### config.mk
export PLATFORM = sky130hd
export DESIGN_NAME = voice_scheduler
export DESIGN_NICKNAME = d
export VERILOG_FILES = /design/src/rtl/voice_scheduler.sv
export SDC_FILE = /design/constraint.sdc
export NUM_CORES = 1
export LEC_CHECK = 0
export CAP_MARGIN = 20
export CORE_MARGIN = 5
export CORE_UTILIZATION = 40
export CTS_CLUSTER_SIZE = 24
export DETAILED_ROUTE_END_ITERATION = 10
export GPL_ROUTABILITY_DRIVEN = 0
export GPL_TIMING_DRIVEN = 0
export PLACE_DENSITY = 0.82
export SYNTH_ARGS = -nofsm -noshare
export SYNTH_HDL_FRONTEND = slang
export SYNTH_SLANG_ARGS = --single-unit
### constraint.sdc
create_clock -name clk -period 1.6 [get_ports clk]
set_clock_uncertainty 0.05 [all_clocks]
set_input_delay 0.16 -clock clk [delete_from_list [all_inputs] [get_ports clk]]
set_output_delay 0.16 -clock clk [all_outputs]
set_load 0.005 [all_outputs]
### src/rtl/voice_scheduler.sv
// voice_scheduler
//   Hands note requests from the song reader to a bank of NUM_VOICES note
//   players. A request is accepted only in IDLE while play is high; the
//   lowest-index free voice is chosen, a one-cycle one-hot load pulse is
//   issued with the registered note/duration, and the scheduler then waits
//   (up to ACK_TIMEOUT cycles) for that voice to report playing.
//
//   Optional feature macro: VOICE_STEAL_EN
//     defined   - with every voice busy the oldest voice (largest age, lowest
//                 index on ties) is stolen; adds the AGE_W parameter and the
//                 per-voice age counters.
//     undefined - with every voice busy the request is dropped and counted.
//
// Ports
//   clk               system clock
//   reset             synchronous, active-low reset
//   play              play enable; low blocks acceptance (requests ignored)
//   load_new_note     request strobe
//   note_to_load      requested note
//   duration_to_load  requested duration
//   voice_playing     playing flags from the note players (bit i = voice i)
//   req_ready         high when a request would be accepted this cycle
//   voice_load        one-hot load pulse, high only in ISSUE
//   note_out          registered note shared by all players
//   duration_out      registered duration shared by all players
//   active_count      registered popcount of voice_playing
//   drop_count        saturating count of dropped requests
//   ack_error         sticky: a load timed out without ack
module voice_scheduler #(
  parameter int NUM_VOICES  = 3,
  parameter int NOTE_W      = 6,
  parameter int DUR_W       = 6,
  parameter int ACK_TIMEOUT = 8
`ifdef VOICE_STEAL_EN
  , parameter int AGE_W     = 4
`endif
) (
  input  logic                  clk,
  input  logic                  reset,
  input  logic                  play,
  input  logic                  load_new_note,
  input  logic [NOTE_W-1:0]     note_to_load,
  input  logic [DUR_W-1:0]      duration_to_load,
  input  logic [NUM_VOICES-1:0] voice_playing,
  output logic                  req_ready,
  output logic [NUM_VOICES-1:0] voice_load,
  output logic [NOTE_W-1:0]     note_out,
  output logic [DUR_W-1:0]      duration_out,
  output logic [3:0]            active_count,
  output logic [7:0]            drop_count,
  output logic                  ack_error
);

  localparam int SEL_W = $clog2(NUM_VOICES);
  localparam int TMR_W = $clog2(ACK_TIMEOUT) + 1;

  localparam logic [1:0] ST_IDLE     = 2'd0;
  localparam logic [1:0] ST_ISSUE    = 2'd1;
  localparam logic [1:0] ST_WAIT_ACK = 2'd2;

  logic [1:0]            state_q, state_d;
  logic [SEL_W-1:0]      sel_q, sel_d;
  logic [NOTE_W-1:0]     note_q, note_d;
  logic [DUR_W-1:0]      dur_q, dur_d;
  logic [TMR_W-1:0]      timer_q, timer_d;
  logic [7:0]            drop_q, drop_d;
  logic                  ack_err_q, ack_err_d;
  logic [3:0]            active_q, active_d;
  logic [NUM_VOICES-1:0] sel_oh;

  logic                  free_found;
  logic [SEL_W-1:0]      free_sel;
  logic [SEL_W-1:0]      issue_sel;
  logic                  can_issue;
  logic                  accept;
  logic                  drop_evt;
  logic                  sel_ack;

  // Lowest-index free voice: scan downwards so the last hit is the lowest.
  always_comb begin
    free_found = 1'b0;
    free_sel   = '0;
    for (int i = NUM_VOICES - 1; i >= 0; i--) begin
      if (!voice_playing[i]) begin
        free_found = 1'b1;
        free_sel   = SEL_W'(i);
      end
    end
  end

`ifdef VOICE_STEAL_EN
  logic [AGE_W-1:0] age_q [NUM_VOICES];
  logic [SEL_W-1:0] steal_sel;

  // Oldest voice; strict '>' keeps the lowest index on ties.
  always_comb begin
    steal_sel = '0;
    for (int i = 1; i < NUM_VOICES; i++) begin
      if (age_q[i] > age_q[steal_sel]) steal_sel = SEL_W'(i);
    end
  end

  // Ages move only on an issue: the loaded voice restarts at 0, the rest
  // grow and saturate.
  for (genvar gi = 0; gi < NUM_VOICES; gi++) begin : g_age
    always_ff @(posedge clk) begin
      if (!reset) begin
        age_q[gi] <= '0;
      end else if (state_q == ST_ISSUE) begin
        if (sel_q == SEL_W'(gi))  age_q[gi] <= '0;
        else if (age_q[gi] != '1) age_q[gi] <= age_q[gi] + 1'b1;
      end
    end
  end

  assign issue_sel = free_found ? free_sel : steal_sel;
  assign can_issue = 1'b1;
`else
  assign issue_sel = free_sel;
  assign can_issue = free_found;
`endif

  for (genvar gi = 0; gi < NUM_VOICES; gi++) begin : g_sel_oh
    assign sel_oh[gi] = (sel_q == SEL_W'(gi));
  end

  assign req_ready  = (state_q == ST_IDLE) && play;
  assign accept     = load_new_note && req_ready && can_issue;
  // A busy scheduler or an all-busy bank (without stealing) both drop.
  assign drop_evt   = load_new_note && play && !accept;
  assign sel_ack    = |(voice_playing & sel_oh);
  assign voice_load = (state_q == ST_ISSUE) ? sel_oh : '0;

  always_comb begin
    state_d   = state_q;
    sel_d     = sel_q;
    note_d    = note_q;
    dur_d     = dur_q;
    timer_d   = timer_q;
    ack_err_d = ack_err_q;
    drop_d    = drop_q;
    active_d  = '0;
    for (int i = 0; i < NUM_VOICES; i++) begin
      active_d = active_d + {3'b000, voice_playing[i]};
    end

    case (state_q)
      ST_IDLE: begin
        if (accept) begin
          note_d  = note_to_load;
          dur_d   = duration_to_load;
          sel_d   = issue_sel;
          state_d = ST_ISSUE;
        end
      end
      ST_ISSUE: begin
        timer_d = '0;
        state_d = ST_WAIT_ACK;
      end
      ST_WAIT_ACK: begin
        // Ack wins over timeout when both land on the last cycle.
        if (sel_ack) begin
          state_d = ST_IDLE;
        end else if (timer_q == TMR_W'(ACK_TIMEOUT - 1)) begin
          ack_err_d = 1'b1;
          state_d   = ST_IDLE;
        end else begin
          timer_d = timer_q + 1'b1;
        end
      end
      default: state_d = ST_IDLE;
    endcase

    if (drop_evt && drop_q != 8'hFF) drop_d = drop_q + 8'd1;
  end

  always_ff @(posedge clk) begin
    if (!reset) begin
      state_q   <= ST_IDLE;
      sel_q     <= '0;
      note_q    <= '0;
      dur_q     <= '0;
      timer_q   <= '0;
      drop_q    <= '0;
      ack_err_q <= 1'b0;
      active_q  <= '0;
    end else begin
      state_q   <= state_d;
      sel_q     <= sel_d;
      note_q    <= note_d;
      dur_q     <= dur_d;
      timer_q   <= timer_d;
      drop_q    <= drop_d;
      ack_err_q <= ack_err_d;
      active_q  <= active_d;
    end
  end

  assign note_out     = note_q;
  assign duration_out = dur_q;
  assign drop_count   = drop_q;
  assign ack_error    = ack_err_q;
  assign active_count = active_q;

endmodule

After elaboration in Yosys (flattened, before gate mapping)
Cells that the tools add are included.

word-level totals
  register bits after elaboration = 33
  input port bits = 19

operators by class
  reduce and logical (&&, ||, !) cells = 15
  equal/unequal tests = 10
  bitwise operators = 2
  add/sub/neg operators = 4
  multiplexer cells = 14

operators by type and width
  cell                                                             count
  2-bit 2-to-1 mux                                                 6
  8-bit by 1-bit adder with 8-bit output, second input constant    1
  4-bit 2-to-1 mux                                                 2
  8-bit != test, second input constant                             1
  4-bit case mux with 2 select lines                               1
  1-bit logical AND                                                6
  2-bit != test, second input constant                             3
  2-bit case mux with 3 select lines                               1
  3-bit AND reduction                                              2
  4-bit by 1-bit adder with 4-bit output, second input constant    1
  2-bit by 1-bit == test with 1-bit output, second input constant  2
  2-bit == test, second input constant                             2
  4-bit by 3-bit == test with 1-bit output, second input constant  1
  2-bit zero test                                                  2
  2-bit AND reduction                                              2
  2-bit by 1-bit adder with 3-bit output                           1
  3-bit bitwise AND                                                1
  1-bit 2-to-1 mux                                                 3
  3-bit 2-to-1 mux                                                 1
  3-bit != test, second input constant                             1
  3-bit OR reduction                                               1
  1-bit by 1-bit adder with 2-bit output                           1
  2-bit nonzero test                                               1
  1-bit zero test                                                  1
  1-bit inverter                                                   1

Depth between registers and ports, before layout
  word-level depth = 7
  gate-level depth with buffers = 6
  gate-level depth less buffers = 5

Least setup slack after synthesis
Ideal clock, no wire load.

  kind = register to register
  start = reg state_q[0]
  end = reg drop_q[7], in the netlist drop_count[7]
  setup slack = -0.073 ns
  library setup time = 0.070 ns
  period minus slack after synthesis = 1.673 ns
  required time = 1.480 ns
  cell stages (with the launch flop) = 5
  arrival time = 1.552 ns
  cells stage by stage = dfxtp_1 a311o_2 or3b_4 or4_1 a21oi_1

between the ends
  word-level cells in the longest chain between the ends = 7

ends and longest elaborated chain
  what                            RTL line  RTL
  from (decl)                     61        logic [1:0] state_q, state_d;
  from (signal assigned)          188       state_q <= state_d;
  2-bit zero test                 127       assign req_ready = (state_q == ST_IDLE) && play;
  1-bit logical AND               127
  1-bit logical AND (2 in a row)  128       assign accept = load_new_note && req_ready && can_issue;
  1-bit zero test                 130       assign drop_evt = load_new_note && play && !accept;
  1-bit logical AND               130
  1-bit logical AND               174       if (drop_evt && drop_q != 8'hFF) drop_d = drop_q + 8'd1;
  to (signal assigned)            193       drop_q <= drop_d;
  to (decl)                       66        logic [7:0] drop_q, drop_d;

Every way passes these cells.
A chain may end at the register's enable or synchronous reset.

Final worst setup path
  start = reg drop_q[4], in the netlist drop_count[4]
  end = reg drop_q[7], in the netlist drop_count[7]

between the ends
  word-level cells in the longest chain between the ends = 2
  elaborated cells between the ends (all ways) = 3
  classes of those cells = add/sub (1); eq/ne (1); reduce/logical (1)

ends and longest elaborated chain
  what
  parallel branches: the longest is 2 deep, another holds 8-bit by 1-bit adder with 8-bit output

Several ways; the timed one is not identified.

==> metrics.cfg <==
[timing]
grt_setup_unrepaired=yes
max_clock_freq_mhz=568
relSlewSlack_pct=62.7
worstMarginPinSlew_ns=0.546
slew_violations=0
layout_setup_ws_ns=-0.161
fin_crit_ns=1.76
finalHoldViolations=0
setup_viol_count_final=17
finalSetupTns_ns=-1.47
fin_crit_sh_pct=110

[power]
leakagePower_nw=0.808
peakVddDrop_uv=472
powerDensity_mw_per_mm2=768
total_power_mw=1.70

[logic_synthesis]
synthFlopType=dfxtp_1
ys_seq_area_share_pct=45.2
synth.distinct_cells=38
synth_top_area_share_pct=45.2
synth-async-reset-ratio_pct=0
synth_edf_count=0
synth_warnings=0
yosys-top-cells-area=dfxtp_1 (45%), nand2_1 (9.6%), a21oi_1 (7.3%)
synth_cells=166
avgSynthCellArea_um2=8.27
ys_seq_elements=31
synth_area_mm2=0.00137
yosysTopAreaCell=dfxtp_1

[cts]
clock_latency_ns=0.35
cts_root_buffer=clkbuf_4
cts_made_buffers=5
cts_tree=done
max-clock-path-buffers=2
cts_max_level=2
clk_pin_slew_worst_paths_ns=0.11
cts.sinks=31

[placement]
io_buffers=45
placed_cells=258
place_ws_ns=-0.590
place.detailed.hpwl_um=2510

[layout]
drive_gt1_share_pct=26.5
finalNonFillerCells=276
antenna_cells=0
area_delta_synth_final_pct=61.3
nets=251

[detailed_routing]
first_pass_iters=4
viasPerCell=5.17
drc=0
ant_nets=0
drt_iter0_drc=79
post_drt_wl_per_cell_um=14.5
vias=1427
drt-total-wl_um=4010

[global_routing]
top_usage_layer=met2
use_met1_pct=19.3
track_usage_pct=16.7
use_met3_pct=4.70
gr-total-overflow=0
grt_pass1_vias=1261
grt_max_degree=12
grt_pass1_wl_um=5800
grtUsageMet2_pct=27.8
antenna_found_initial=0

[worst_setup_path]
critPathMaxFanout=4
crit_type=reg2reg
reg2reg_depth=4
worst_setup_path_end_kind=flip-flop
cp_data_arrival_time_ns=1.99
worst_setup_path_start_kind=flip-flop
cp.required_ns=1.83

[floorplan]
rows=21
io_pins=48
dieArea_mm2=0.00470
coreArea_mm2=0.00334
die_x_um=68.6
start_util_pct=41.1
die_y_um=68.6

[flow_run]
max_cap_viol_count=0

[hold_path]
hold_depth=3
hp-class=in2reg

[run_status]
status=finished, violations left
violations=negative setup slack

state kept, by name, indices dropped and copies added (netlist names):
signal and flops:
ack_error 1, active_count 2, drop_count 8, duration_out 6, note_out 6, sel_q 2
state_q 2, timer_q 4
cells in the mapped netlist (2+ instances only):
library cell  count
nand2_1          35
nand3_1          10
mux2i_1           3
nor3b_1           3
o21ai_0           6
o211ai_1          2
a31oi_1           2
a21oi_1          20
nor2_1            6
dfxtp_1          31
and2_1            2
or4_1             2
or3_1             3
nor3_1            3
nor2b_1           2
nand4_1           2
buf_4             2
ha_1              2
clkbuf_1          8
nand3b_1          2
inv_1             3
layout by cell type, fill, tap and decap left out, types with 4 or more instances in the layout:
cell type / instances
dfxtp_4: 4
buf_4: 12
nand3_1: 9
dfxtp_1: 24
nand2_2: 6
nand2_1: 27
o21ai_0: 4
a21oi_1: 18
clkdlybuf4s50_1: 37
nor2_1: 5
clkbuf_4: 5
stage by stage:
step                      hold slack [ns]  area [µm²]  util, %
after detailed placement            0.396        1890     56.6
after global routing                0.231        2210     66.4
final                               0.225        2210     66.4
after CTS                           0.290        2080     62.2
after global placement              0.392        1890     56.6
after floorplan                     0.246        1380        -
worst paths after layout:
| path | startpoint | to | slack [ns] |
|---|---|---|---|
| max | drop_count[4]$_SDFFE_PN0P_ | drop_count[7]$_SDFFE_PN0P_ | -0.16 |
| min | load_new_note | drop_count[1]$_SDFFE_PN0P_ | 0.23 |
| max reg2reg | drop_count[4]$_SDFFE_PN0P_ | drop_count[7]$_SDFFE_PN0P_ | -0.16 |
| min reg2reg | duration_out[0]$_SDFFE_PN0P_ | duration_out[0]$_SDFFE_PN0P_ | 0.42 |
kinds of logic after synthesis:
| family | Yosys count | share of synthesized area (%) |
|---|---|---|
| multiplexers | 3 | 2.19 |
| adder cells (fa/ha/maj) | 3 | 3.28 |
| buffers and inverters | 13 | 4.10 |
| AO/OA/AOI/OAI | 38 | 17.0 |
| other | 1 | 0.273 |
| XOR/XNOR | 1 | 0.638 |
| flip-flops | 31 | 45.2 |
| AND/OR/NAND/NOR | 76 | 27.3 |
layout make-up:
class | instances | area (µm²)
clock buffer | 5 | 37.5
tap | 46 | 57.6
buffer | 7 | 48.8
clock inverter | 3 | 43.8
multi-input combinational | 124 | 823
timing repair buffer | 57 | 553
sequential | 31 | 639
inverter | 3 | 11.3
fill | 276 | 1120
critical path, stage by stage, from the launching register on:
cell and delay (ns):
dfxtp_1 0.41, nand3_2 0.17, or3b_4 0.44, or4_1 0.48, a21oi_1 0.14
routing by layer:
metal / routed length, µm / up-vias
li1: - / 709
met1: 1640 / 661
met2: 1950 / 48
met3: 282 / 9
met4: 131 / 0
met5: 0 / -
what timing repair did:
| action | 4_1_cts | 5_1_grt |
|---|---|---|
| cloned | 1 | 1 |
| gates resized for setup | 32 | 29 |
| endpoints found under the setup margin | 24 | 21 |
| pin swaps | 4 | 15 |
| buffers inserted | 5 | 6 |
| hold buffers | 0 | 0 |
report_power, final:
part | internal, mW | leakage [nW] | switching (mW) | total, mW
Combinational | 0.145 | 0.506 | 0.107 | 0.252
Sequential | 0.793 | 0.256 | 0.0216 | 0.815
Clock | 0.328 | 0.0452 | 0.306 | 0.635
Total | 1.27 | 0.808 | 0.435 | 1.70
Note: power is estimated with default switching activity, not from simulation.
